File: src/rtl/wallace_csa_pipe_pkg.sv
// Shared constants and elaboration-time helpers for the pipelined
// carry-save reduction tree.
//   WIDTH_DATA     : base data width; the tree defaults to twice this.
//   csa_next(n)    : operand count after one 3:2 level applied to n operands.
//   csa_ops(n, l)  : operand count entering level l of a tree fed n operands.
//   csa_levels(n)  : number of levels needed to reduce n operands to 2.
package wallace_csa_pipe_pkg;

  localparam int WIDTH_DATA = 16;

  function automatic int csa_next(input int n);
    return n - n / 3;
  endfunction

  function automatic int csa_ops(input int n, input int lvl);
    int c;
    c = n;
    for (int i = 0; i < lvl; i++) c = csa_next(c);
    return c;
  endfunction

  // Bounded loop: 16 operands need only 6 levels, so 16 iterations is ample.
  function automatic int csa_levels(input int n);
    int c;
    int l;
    c = n;
    l = 0;
    for (int i = 0; i < 16; i++) begin
      if (c > 2) begin
        c = csa_next(c);
        l++;
      end
    end
    return l;
  endfunction

endpackage

File: src/rtl/wallace_csa_pipe_level.sv
// One combinational level of the 3:2 carry-save tree.
//   in  : NIN operands of W bits, operand k at in[k*W +: W].
//   out : NIN - floor(NIN/3) operands. Per CSA the sum then the carry
//         (carry already shifted left by one, MSB dropped), followed by the
//         NIN mod 3 passthrough operands in their original order.
module csa_level #(
  parameter int W   = 32,
  parameter int NIN = 3
) (
  input  logic [NIN*W-1:0]             in,
  output logic [(NIN - NIN/3)*W-1:0]   out
);

  localparam int NC = NIN / 3;
  localparam int NP = NIN % 3;

  for (genvar k = 0; k < NC; k++) begin : g_csa
    logic [W-1:0] a, b, c, maj;
    assign a   = in[(3*k)*W   +: W];
    assign b   = in[(3*k+1)*W +: W];
    assign c   = in[(3*k+2)*W +: W];
    assign maj = (a & b) | (a & c) | (b & c);
    assign out[(2*k)*W   +: W] = a ^ b ^ c;
    // Shifting within W bits discards the carry out of the MSB (mod 2^W).
    assign out[(2*k+1)*W +: W] = maj << 1;
  end

  for (genvar p = 0; p < NP; p++) begin : g_pass
    assign out[(2*NC+p)*W +: W] = in[(3*NC+p)*W +: W];
  end

endmodule

File: src/rtl/wallace_csa_pipe.sv
// Pipelined carry-save reduction of N partial products (mod 2^W) with a
// valid/ready stream interface. L CSA stages plus one carry-propagate stage.
//   clk, rst_n          : clock, async active-low reset.
//   clr                 : synchronous flush of all pipeline valid bits.
//   in_valid/in_ready   : input handshake; pp holds N operands of W bits.
//   out_valid/out_ready : output handshake.
//   out_sum/out_carry   : redundant pair (carry weight-aligned).
//   out_result          : out_sum + out_carry mod 2^W.
module wallace_csa_pipe
  import wallace_csa_pipe_pkg::*;
#(
  parameter int W = WIDTH_DATA * 2,
  parameter int N = 8
) (
  input  logic           clk,
  input  logic           rst_n,
  input  logic           clr,
  input  logic           in_valid,
  output logic           in_ready,
  input  logic [N*W-1:0] pp,
  output logic           out_valid,
  input  logic           out_ready,
  output logic [W-1:0]   out_sum,
  output logic [W-1:0]   out_carry,
  output logic [W-1:0]   out_result
);

  localparam int L = csa_levels(N);

  // vld[j] for j < L belongs to CSA stage j; vld[L] is the output stage.
  logic [L:0] vld;
  logic       en;

  // Global stall: the whole pipe freezes when the output is held, so
  // in_ready never depends on in_valid.
  assign en        = ~vld[L] | out_ready;
  assign in_ready  = en;
  assign out_valid = vld[L];

  always_ff @(posedge clk or negedge rst_n) begin
    if (!rst_n)   vld <= '0;
    else if (clr) vld <= '0;
    else if (en)  vld <= {vld[L-1:0], in_valid};
  end

  for (genvar j = 0; j < L; j++) begin : g_lvl
    localparam int NI = csa_ops(N, j);
    localparam int NO = csa_ops(N, j + 1);

    logic [NI*W-1:0] d_in;
    logic [NO*W-1:0] d_nxt;
    logic [NO*W-1:0] d_q;
    logic            ld;

    if (j == 0) begin : g_first
      assign d_in = pp;
      assign ld   = en & in_valid;
    end else begin : g_rest
      assign d_in = g_lvl[j-1].d_q;
      assign ld   = en & vld[j-1];
    end

    csa_level #(.W(W), .NIN(NI)) u_csa (
      .in  (d_in),
      .out (d_nxt)
    );

    always_ff @(posedge clk or negedge rst_n) begin
      if (!rst_n)  d_q <= '0;
      else if (ld) d_q <= d_nxt;
    end
  end

  // The last level always reduces 3 operands, so its output is (sum, carry).
  logic [W-1:0] fin_s, fin_c;
  assign fin_s = g_lvl[L-1].d_q[W-1:0];
  assign fin_c = g_lvl[L-1].d_q[2*W-1:W];

  always_ff @(posedge clk or negedge rst_n) begin
    if (!rst_n) begin
      out_sum    <= '0;
      out_carry  <= '0;
      out_result <= '0;
    end else if (en & vld[L-1]) begin
      out_sum    <= fin_s;
      out_carry  <= fin_c;
      out_result <= fin_s + fin_c;
    end
  end

endmodule

File: config.mk
export PLATFORM = sky130hd
export DESIGN_NAME = wallace_csa_pipe
export DESIGN_NICKNAME = d
export VERILOG_FILES = /design/src/rtl/wallace_csa_pipe_pkg.sv /design/src/rtl/wallace_csa_pipe_level.sv /design/src/rtl/wallace_csa_pipe.sv
export SDC_FILE = /design/constraint.sdc
export NUM_CORES = 1
export LEC_CHECK = 0
export ABC_CLOCK_PERIOD_IN_PS = 2150
export BUFFER_PORTS_ARGS = -buffer_cell sky130_fd_sc_hd__buf_2
export CORE_MARGIN = 5
export CORE_UTILIZATION = 52
export DETAILED_ROUTE_END_ITERATION = 8
export PLACE_DENSITY_LB_ADDON = 0.2
export SYNTH_ARGS = -nofsm -noshare
export SYNTH_HDL_FRONTEND = slang
export SYNTH_SLANG_ARGS = --single-unit
File: constraint.sdc
create_clock -name clk -period 2.15 [get_ports clk]
set_clock_uncertainty 0.15 [all_clocks]
set_input_delay 0.215 -clock clk [delete_from_list [all_inputs] [get_ports clk]]
set_output_delay 0.215 -clock clk [all_outputs]
set_load 0.01 [all_outputs]
* Yosys cells after proc, flatten, opt, wreduce, memory -nomap -nowiden *
Index checks and enable logic that the tools add are counted.

storage, ports and cells
  bits in registers = 573
  latch bits = 0
  bits in writable memories = 0
  bits in read-only memories = 0
  input bits = 261
  output and inout port bits = 98
  memories = 0

operators by class
  add/sub/neg operators = 1
  $mul = 0
  divide/modulo/power cells = 0
  $lt $le $gt $ge = 0
  eq/ne operators = 0
  shift-type cells = 0
  mux-type cells = 2
  bitwise operators = 49
  reduce and logical (&&, ||, !) cells = 1

operators with widths
  operator            count
  AND 31 bit          18
  XOR 32 bit          12
  OR 31 bit           12
  adder 32 bit        1
  2-to-1 mux 5 bit    2
  AND 1 bit           5
  nonzero test 2 bit  1
  NOT 1 bit           1
  OR 1 bit            1

* Depth between registers and ports, before layout *
Gate-level depths: netlist of the first run.

  word-level depth = 4
  depth in mapped cells = 10
  mapped depth without buffers = 10

* Hierarchy *
From an unflattened synthesis of the first run, not the netlist that was laid out.

unflattened totals
  cells, all modules = 1980
  area, all modules = 27870.5 um^2

by module, submodules not included
  module                       instances  cells an instance  area each (um^2)
  wallace_csa_pipe             1          1682               23223.5
  csa_level at g_lvl[0].u_csa  1          131                1788.0
  csa_level at g_lvl[1].u_csa  1          67                 1307.5
  csa_level at g_lvl[2].u_csa  1          66                 895.9
  csa_level at g_lvl[3].u_csa  1          34                 655.6

* Worst setup path before layout of the first run *
Ideal clock, no wire load.

  path kind = reg2reg
  from = reg g_lvl[3].d_q[2]
  to = reg out_result[24]
  setup time = 125 ps
  data arrival time = 2052 ps
  data required time = 1875 ps
  path slack = -176 ps
  cell stages (with the launch flop) = 11
  path buffers = 0
  clock period less this slack = 2326 ps
  path through = dfrtp_1 > ha_1 > inv_1 > fa_1 > nor2b_1 > o2111ai_1 > a31oi_2 > nor2_1 > o221ai_1 > xor2_1 > mux2_2

on the way
  longest elaborated chain between the ends = 1

ends and longest elaborated chain
  item                    RTL line                RTL
  from (decl)             wallace_csa_pipe.sv:52  logic [NO*W-1:0] d_q;
  from (signal assigned)  wallace_csa_pipe.sv:70  else if (ld) d_q <= d_nxt;
  adder 32 bit            wallace_csa_pipe.sv:87  out_result <= fin_s + fin_c;
  to (signal assigned)    wallace_csa_pipe.sv:87
  to (decl)               wallace_csa_pipe.sv:25  output logic [W-1:0] out_result

Every way passes these cells.
A chain may end at the register's enable or synchronous reset.

* Worst setup path after layout of the first run *
Ends and elaborated chain as after synthesis.

==> results of run 1 <==
metal layers:
metal,vias to the layer above,GRT usage [%]
met5,-,0
met4,0,9.025
met3,172,3.901
met2,494,41.44
met1,9037,35.21
li1,7906,-
sequential cells by signal (all words and copies together) (netlist names):
| signal | count |
|---|---|
| vld | 5 |
| out_carry | 30 |
| out_sum | 30 |
| g_lvl.d_q | 472 |
| out_result | 32 |
Yosys cell counts (all sizes together) (2+ instances only):
cell type and count:
a21boi 2, a21o 9, a21oi 37, a31oi 6, and3 5, buf 67
clkbuf 15, dfrtp 569, fa 183, ha 32, inv 8, mux2 467
nand2 241, nand2b 5, nand3 8, nand4 9, nor2 22, nor2b 2
nor3 4, nor3b 2, nor4 2, o2111ai 2, o211ai 3, o21a 4
o21ai 46, o21bai 9, o221ai 2, o31ai 2, or3 2, or4 2
xnor2 17, xor2 18
logic make-up (layout without fill, tap and decap cells):
family	after synthesis	in the layout	synth area share [%]
xor gates and xnor gates	35	35	1.163
other	1	10	0.01423
adders and majority gates	215	215	15.42
DFF	569	569	54.03
and+or+nand+nor	307	307	4.800
AOI/OAI and AO/OA	128	128	2.934
buffers and inverters	91	977	1.652
muxes	468	468	19.99
metrics by stage:
stage | util [%] | hold WS [ps]
6_report | 71.55 | 34.20
5_1_grt | 71.54 | 40.22
4_1_cts | 71.33 | 4.132
3_5_place_dp | 60.64 | 0.3327
3_3_place_gp | 60.64 | -5.613
2_1_floorplan | - | -230.6
critical path, stage by stage, from the launching register on:
cell and delay (ps):
dfrtp_1 360, ha_2 190, inv_2 40, fa_2 360, nor2b_4 150, o2111ai_4 140
a31oi_4 300, nor2_2 70, o221ai_2 170, xor2_1 100, mux2_4 260
power by group through the flow:
stage	combinational [mW]	clock, mW	sequential (mW)
after floorplan	8.12	0	16.8
after global placement	15.8	0	16.9
after detailed placement	16.0	0	17.2
after CTS	17.3	10.6	17.1
after global routing	19.4	11.1	17.6
final	17.6	10.4	17.1
path summary, 6_finish.rpt:
kind / from / to / slack, ps / cells past startpoint
min in group asynchronous: rst_n / g_lvl[0].d_q[149] / 130 / 3
worst max-delay path: g_lvl[3].d_q[2] / out_result[24] / -260 / 10
worst max register to register: g_lvl[3].d_q[2] / out_result[24] / -260 / 10
worst min-delay path: pp[110] / g_lvl[0].d_q[78] / 30 / 3
worst min register to register: g_lvl[3].d_q[0] / out_result[0] / 310 / 2
max in group asynchronous: rst_n / g_lvl[2].d_q[9] / 1210 / 3
layout make-up:
class / instances / share of cell area, %
clock buffer: 88 / 4.918
antenna: 8 / 0.05577
timing repair buffer: 864 / 18.90
sequential: 569 / 39.67
tap: 672 / 2.342
multi-input combinational: 1155 / 33.41
inverter: 9 / 0.09411
clock inverter: 16 / 0.6100
timing repair:
item | 4_1_cts | 5_1_grt
pin swaps | 20 | 3
endpoints found under the hold margin | 763 | 0
setup buffers | 6 | 2
cloned | 0 | 0
resized for setup | 29 | 14
endpoints found under the setup margin | 23 | 128
hold buffers | 316 | 0
==> run metrics, run 1 <==
cell taking the most area after synthesis=dfrtp_1; critical path class=flip-flop to flip-flop; initial antenna violation count=8; Yosys warnings=0; FILL cells=3193; Async S/R FF share, synth=100.0%; core area=0.05017 sq mm; cell-internal power=30.14 mW; Avg Inst Size Synth=14.53 sq um; outcome=finished, violations left; met3 wire length=2919 um; power per cell area=1258 mW/mm^2; layout cells sized above 1=42.80%; Final Cell Area=0.03590 sq mm; post-synthesis register bit count=569; Power, Total=45.16 mW; fmax=415.2 MHz; Post-Route Setup TNS=-2570 ps; Remaining DRCs=0; clock share of power=23.0%; Max-Cap Viols=0; Die X=235.1 um; met1 WL=29920 um; Hold Path Class=input port to flip-flop; CTS Buffer Depth=3; First DRT Iteration DRCs=916; ranking of synthesized cells by area=dfrtp_1 (54%), mux2_2 (20%), fa_1 (14%); vias=17610; failing checks=setup timing; Pleak=16.47 nW; placed cell area=0.03042 sq mm; Final min period=2408 ps; Die Span Y=235.1 um; detailed-router iteration count before antenna repair=5; aggregate global routing overflow=0; Final Non-Filler Cells=3381; Post-Place Cells=2946; area growth from synthesis to layout=36.20%; number of synthesized flops with an enable pin=0; worst-skew pair later-pin latency=610 ps; Final Hold Fails=0; Reg clk slew, reported paths=60 ps; Peak VDD IR=0.0007505 V; largest net degree at the start of global routing=93; CTS tree=done; Synth top area share=54.03%; Crit Path Max Fanout=4; Wirelength per Cell=20.56 um; synthesized area=0.02636 sq mm; clk sinks=569; Logic pwr share=39.1%; commonest non-fill, non-tap cell in the layout=dfrtp_1; Flop pwr share=37.9%; Nets=3133; predominant post-synthesis flop cell=dfrtp_1; Critical Path AT=2730 ps; Worst EP required=2480 ps; crit share post-route=112.0%; sequential-to-total area share from yosys stat=54.03%; FF/Latch Area=0.01424 sq mm; RD Place Congestion=0.8670; leading cell types in the layout, fill and taps excluded=dfrtp_1 (569), mux2_2 (466), buf_2 (355); htree depth=2; Gate Count Post-Synth=1814; Initial Utilization=52.53%; antenna viol nets, final=0; P_sw=15.02 mW; Die ar.=0.05529 sq mm; Multi-input gate area=0.01199 sq mm; port bufs=356; Setup WS post-layout=-258.2 ps; I/O pins=359; count of final max-slew check failures=0; gr usage total=25.38%; TritonCTS Buffers=58; post-synthesis cell type count=53; first-pass GRT wire length=111400 um; HPWL after DPL=45920 um; uppermost routed layer=met4; Place WS=-369.7 ps; Met2 Routed Length=34080 um; Routed WL=69500 um; Cell Rows=82; CP Capture Type=flip-flop; Root Buffer=clkbuf_16; unrepaired setup endpoints after global routing=true; vias per inst=5.208; Final Setup Violations=20; Switching Fraction=33.26%; startpoint types=flip-flop; vias in the first global route=19870
Power figures use the tool's default switching activity.
==> inputs of run 2 (changes only) <==
--- a/config.mk
+++ b/config.mk
@@ -5,12 +5,14 @@
 export SDC_FILE = /design/constraint.sdc
 export NUM_CORES = 1
 export LEC_CHECK = 0
+export ABC_AREA = 1
 export ABC_CLOCK_PERIOD_IN_PS = 2150
 export BUFFER_PORTS_ARGS = -buffer_cell sky130_fd_sc_hd__buf_2
 export CORE_MARGIN = 5
-export CORE_UTILIZATION = 52
+export CORE_UTILIZATION = 53
 export DETAILED_ROUTE_END_ITERATION = 8
 export PLACE_DENSITY_LB_ADDON = 0.2
+export SLEW_MARGIN = 10
 export SYNTH_ARGS = -nofsm -noshare
 export SYNTH_HDL_FRONTEND = slang
 export SYNTH_SLANG_ARGS = --single-unit
==> run metrics, run 2 <==
Post-Route Setup TNS=0 ps; I/O pins=359; htree depth=2; power per cell area=1267 mW/mm^2; clk sinks=569; Peak VDD IR=0.0007068 V; Async S/R FF share, synth=100.0%; antenna viol nets, final=0; post-synthesis register bit count=569; worst-skew pair later-pin latency=620 ps; number of synthesized flops with an enable pin=0; Critical Path AT=2440 ps; Routed WL=72990 um; Power, Total=45.32 mW; TritonCTS Buffers=59; hold path depth=3; commonest non-fill, non-tap cell in the layout=dfrtp_1; critical path class=flip-flop to flip-flop; crit-path max cell delay=390 ps; Die ar.=0.05567 sq mm; vias=18500; CTS Buffer Depth=3; Wirelength per Cell=20.38 um; Yosys warnings=0; core area=0.05038 sq mm; Core Util, Final=71.01%; layout cells sized above 1=36.50%; first-pass GRT wire length=116100 um; aggregate global routing overflow=0; Avg Inst Size Synth=13.01 sq um; crit share post-route=96.35%; outcome=finished, final reports clean; HPWL after DPL=49250 um; First DRT Iteration DRCs=892; Place WS=-249.2 ps; Worst EP required=2510 ps; fmax=482.7 MHz; Reg clk slew, reported paths=60 ps; area growth from synthesis to layout=32.22%; ranking of synthesized cells by area=dfrtp_1 (53%), mux2_2 (18%), fa_1 (14%); vias per inst=5.166; Remaining DRCs=0; RD Place Congestion=0.8511; startpoint types=flip-flop; Crit Path Max Fanout=4; detailed-router iteration count before antenna repair=7; largest net degree at the start of global routing=109; Nets=3333; sequential-to-total area share from yosys stat=52.63%; Biggest register=g_lvl.d_q; Die X=235.9 um; Final Setup Violations=0; r2r setup slk=80 ps; Setup WS post-layout=78.40 ps; Final Hold Fails=0; vias in the first global route=20510; leading cell types in the layout, fill and taps excluded=dfrtp_1 (569), mux2_2 (432), nand2_1 (366); max reg flops=472; CP Capture Type=flip-flop; Synth top area share=52.63%; Pleak=16.87 nW; initial antenna violation count=5; post-synthesis cell type count=29; count of final max-slew check failures=0; count leader, synth=dfrtp_1; Root Buffer=clkbuf_16; Cell Rows=82; slowest cell on the critical path=dfrtp_1; commonest cells in the netlist=dfrtp_1 (569), mux2_2 (432), nand2_1 (386); synthesized area=0.02706 sq mm; Initial Utilization=53.71%; CTS tree=done; predominant post-synthesis flop cell=dfrtp_1; Max-Cap Viols=0; port bufs=356; crit path cell chain=ha_1, nand2_2, inv_1, a21oi_2, buf_4, nor2_1, nor2_1, nand2_2, xor2_1, nand2_1, nand2_1; unrepaired setup endpoints after global routing=true; Gate Count Post-Synth=2079; cell taking the most area after synthesis=dfrtp_1; reg2reg path depth=11; Die Span Y=235.9 um; gr usage total=26.43%; Final min period=2072 ps; Hold Path Class=input port to flip-flop; Top Registers=g_lvl.d_q (472), out_result (32)
==> run 2: cell types whose count changed after synthesis, sizes merged, moves of 8 or more <==
cell / previous run / this run
a21o: 9 / 1
inv: 8 / 127
a21oi: 37 / 58
nand3: 8 / 42
nor2: 22 / 77
nand2: 241 / 387
mux2: 467 / 432
xor2: 18 / 8
==> run 2: worst max-delay path, delay by kind of cell, from the launching register on <==
| family | cells | cell delay, ps |
|---|---|---|
| AO/OA/AOI/OAI | 1 | 240 |
| adder cells (fa/ha/maj) | 1 | 370 |
| AND/OR/NAND/NOR | 6 | 440 |
| buffers and inverters | 2 | 230 |
| flip-flops | 1 | 390 |
| XOR/XNOR | 1 | 150 |
==> run 2: per-stage QoR <==
| step | area [sq um] | hold slack, ps | std cells |
|---|---|---|---|
| floorplan | 27060 | -230.6 | 2080 |
| global placement | 30380 | 25.24 | 3145 |
| detailed placement | 30380 | 21.61 | 3145 |
| CTS | 35500 | 3.033 | 3573 |
| global route | 35770 | 25.86 | 3578 |
| finish | 35770 | 20.14 | 3581 |
==> run 2: power breakdown <==
part	switching [mW]	internal (mW)	total, mW
sequential	2.79	14.3	17.1
combinational	9.49	8.81	18.3
clock	4.22	5.71	9.93
total	16.5	28.8	45.3
==> run 2: worst paths after layout <==
| kind | startpoint | to |
|---|---|---|
| setup / recovery | g_lvl[3].d_q[12] | out_result[18] |
| hold reg to reg | out_sum[17] | out_sum[17] |
| min in group asynchronous | rst_n | out_result[24] |
| setup reg to reg | g_lvl[3].d_q[12] | out_result[18] |
| hold / removal | pp[51] | g_lvl[0].d_q[52] |
| max in group asynchronous | rst_n | g_lvl[2].d_q[15] |
==> run 2: final cells by class <==
class / count / area [sq um]
fill: 3422 / 14600
sequential: 569 / 14240
multi-input combinational: 1306 / 12080
antenna: 5 / 12.51
clock inverter: 17 / 180.2
tap: 672 / 840.8
clock buffer: 91 / 1677
timing repair buffer: 794 / 6264
inverter: 127 / 480.5
==> run 2: per-layer routing <==
metal / global-route usage [%] / up-vias / share of wire [%]
met3: 4.801 / 171 / 4.8
met4: 8.673 / 2 / 3.6
li1: - / 8401 / -
met2: 43.38 / 496 / 49
met1: 36.21 / 9430 / 43
met5: 0 / - / 0.0096
==> run 2: cell families after synthesis <==
group,after synthesis,share of synthesized area (%)
xor+xnor,25,0.8093
flops,569,52.63
buf+inv,205,3.843
compound gates,113,2.127
fa+ha+maj,215,15.02
simple gates,519,7.580
mux,432,17.98
other cells,1,0.01386
==> run 2: what timing repair did <==
item                                   CTS  global route
setup endpoints to repair               12            21
gates resized for setup                 11            56
gates cloned                             0             1
hold buffers                           319             0
pin swaps                                1            14
buffers inserted                         1             2
endpoints found under the hold margin  696             0
==> inputs of run 3 (changes only) <==
--- a/config.mk
+++ b/config.mk
@@ -8,9 +8,11 @@
 export ABC_AREA = 1
 export ABC_CLOCK_PERIOD_IN_PS = 2150
 export BUFFER_PORTS_ARGS = -buffer_cell sky130_fd_sc_hd__buf_2
+export CORE_ASPECT_RATIO = 0.8
 export CORE_MARGIN = 5
 export CORE_UTILIZATION = 53
 export DETAILED_ROUTE_END_ITERATION = 8
+export HOLD_SLACK_MARGIN = 0.1
 export PLACE_DENSITY_LB_ADDON = 0.2
 export SLEW_MARGIN = 10
 export SYNTH_ARGS = -nofsm -noshare
==> run metrics, run 3 (synthesis gave the netlist of run 2 again) <==
outcome=finished, final reports clean; leading cell types in the layout, fill and taps excluded=dfrtp_1 (569), mux2_2 (432), nand2_1 (375); Wirelength per Cell=20.44 um; Initial Utilization=53.23%; CTS Buffer Depth=3; Biggest register=g_lvl.d_q; Die X=262.6 um; reg2reg path depth=7; Met2 Routed Length=34000 um; Max-Cap Viols=0; aggregate global routing overflow=0; htree depth=2; Hold Path Class=input port to async pin; Pleak=16.54 nW; r2r setup slk=90 ps; Routed WL=72190 um; FF/Latch Area=0.01424 sq mm; Crit Path Max Fanout=27; gr usage total=26.02%; met1 WL=32490 um; initial antenna violation count=9; critical path class=flip-flop to flip-flop; largest net degree at the start of global routing=82; port bufs=356; unrepaired setup endpoints after global routing=true; Nets=3282; fmax=485.1 MHz; placed cell area=0.02993 sq mm; vias per inst=5.169; commonest non-fill, non-tap cell in the layout=dfrtp_1; area growth from synthesis to layout=30.11%; power per cell area=1254 mW/mm^2; Cell Rows=74; Critical Path AT=2400 ps; RD Place Congestion=0.8545; WHS=143.9 ps; antenna viol nets, final=0; Worst R2R End=vld[0]; HPWL after DPL=49040 um; layout cells sized above 1=34.68%; Die Span Y=212.1 um; crit share post-route=95.89%; Remaining DRCs=0; Reg clk slew, reported paths=60 ps; Peak VDD IR=0.0007032 V; I/O pins=359; Final Hold Fails=0; detailed-router iteration count before antenna repair=5; CP Capture Type=flip-flop; CTS tree=done; FILL cells=3508; First DRT Iteration DRCs=1053; Die ar.=0.05570 sq mm; Multi-input gate area=0.01202 sq mm; vias in the first global route=20150; Final min period=2062 ps; Final Cell Area=0.03520 sq mm; vias=18250; Reg2Reg Launch Point=vld[4]; uppermost routed layer=met5; Top Registers=g_lvl.d_q (472), out_result (32); TritonCTS Buffers=57; count of final max-slew check failures=0; Worst EP required=2490 ps; max reg flops=472; core area=0.05083 sq mm; startpoint types=flip-flop; Final Setup Violations=0; clk sinks=569; first-pass GRT wire length=114400 um; Root Buffer=clkbuf_16; met3 wire length=3628 um; Power, Total=44.14 mW; worst-skew pair later-pin latency=610 ps
[run 3: how the worst max path moves through the flow]
stage | from | to | slack, ps | cells past startpoint
after floorplan | g_lvl[3].d_q[2] | out_result[18] | 180 | 13
after global placement | g_lvl[3].d_q[14] | out_result[25] | -190 | 11
after detailed placement | g_lvl[3].d_q[16] | out_result[25] | -210 | 11
after CTS | g_lvl[3].d_q[10] | out_result[31] | 10 | 11
after global routing | g_lvl[3].d_q[51] | out_result[24] | -20 | 10
final | vld[4] | vld[0] | 90 | 7
[run 3: metal layers]
metal  GRT usage, %  vias to the layer above
met2          41.38                      468
li1               -                     8265
met4          7.462                        2
met1          37.47                     9364
met5              0                        -
met3          4.859                      151
[run 3: per-stage QoR]
stage | setup slack [ps] | instances | TNS [ps] | utilization, %
2_1_floorplan | 178.0 | 2080 | 0 | -
5_1_grt | -22.75 | 3530 | -44.59 | 69.25
3_5_place_dp | -209.2 | 3107 | -404.9 | 58.88
4_1_cts | 12.38 | 3525 | 0 | 68.80
6_report | 88.46 | 3531 | 0 | 69.25
3_3_place_gp | -194.9 | 3107 | -441.5 | 58.88
[run 3: final cells by class]
class	instances	area share, %
clock buffers	84	4.713
diodes	4	0.02843
inverters	127	1.358
repair buffers	745	16.52
clock inverters	12	0.3519
multi-input cells	1306	34.15
well taps	684	2.431
flip-flops and latches	569	40.45
[run 3: timing repair]
item	in CTS	in global routing
hold endpoints to repair	764	0
endpoints found under the setup margin	9	19
pin swaps	0	2
gates cloned	0	1
resized for setup	7	36
hold buffers	322	0
buffers inserted	0	1
[run 3: power breakdown]
| part | switching [mW] | internal (mW) | leakage, nW |
|---|---|---|---|
| Combinational | 9.19 | 8.13 | 8.89 |
| Sequential | 2.88 | 14.3 | 6.77 |
| Clock | 4.22 | 5.44 | 0.874 |
[run 3: worst max-delay path: stages (launching register included)]
cell and delay (ps):
dfrtp_1 360, inv_1 70, nor2_4 180, inv_2 160, nand2_4 180, buf_16 210, a21oi_1 80, dlygate4sd3_1 560
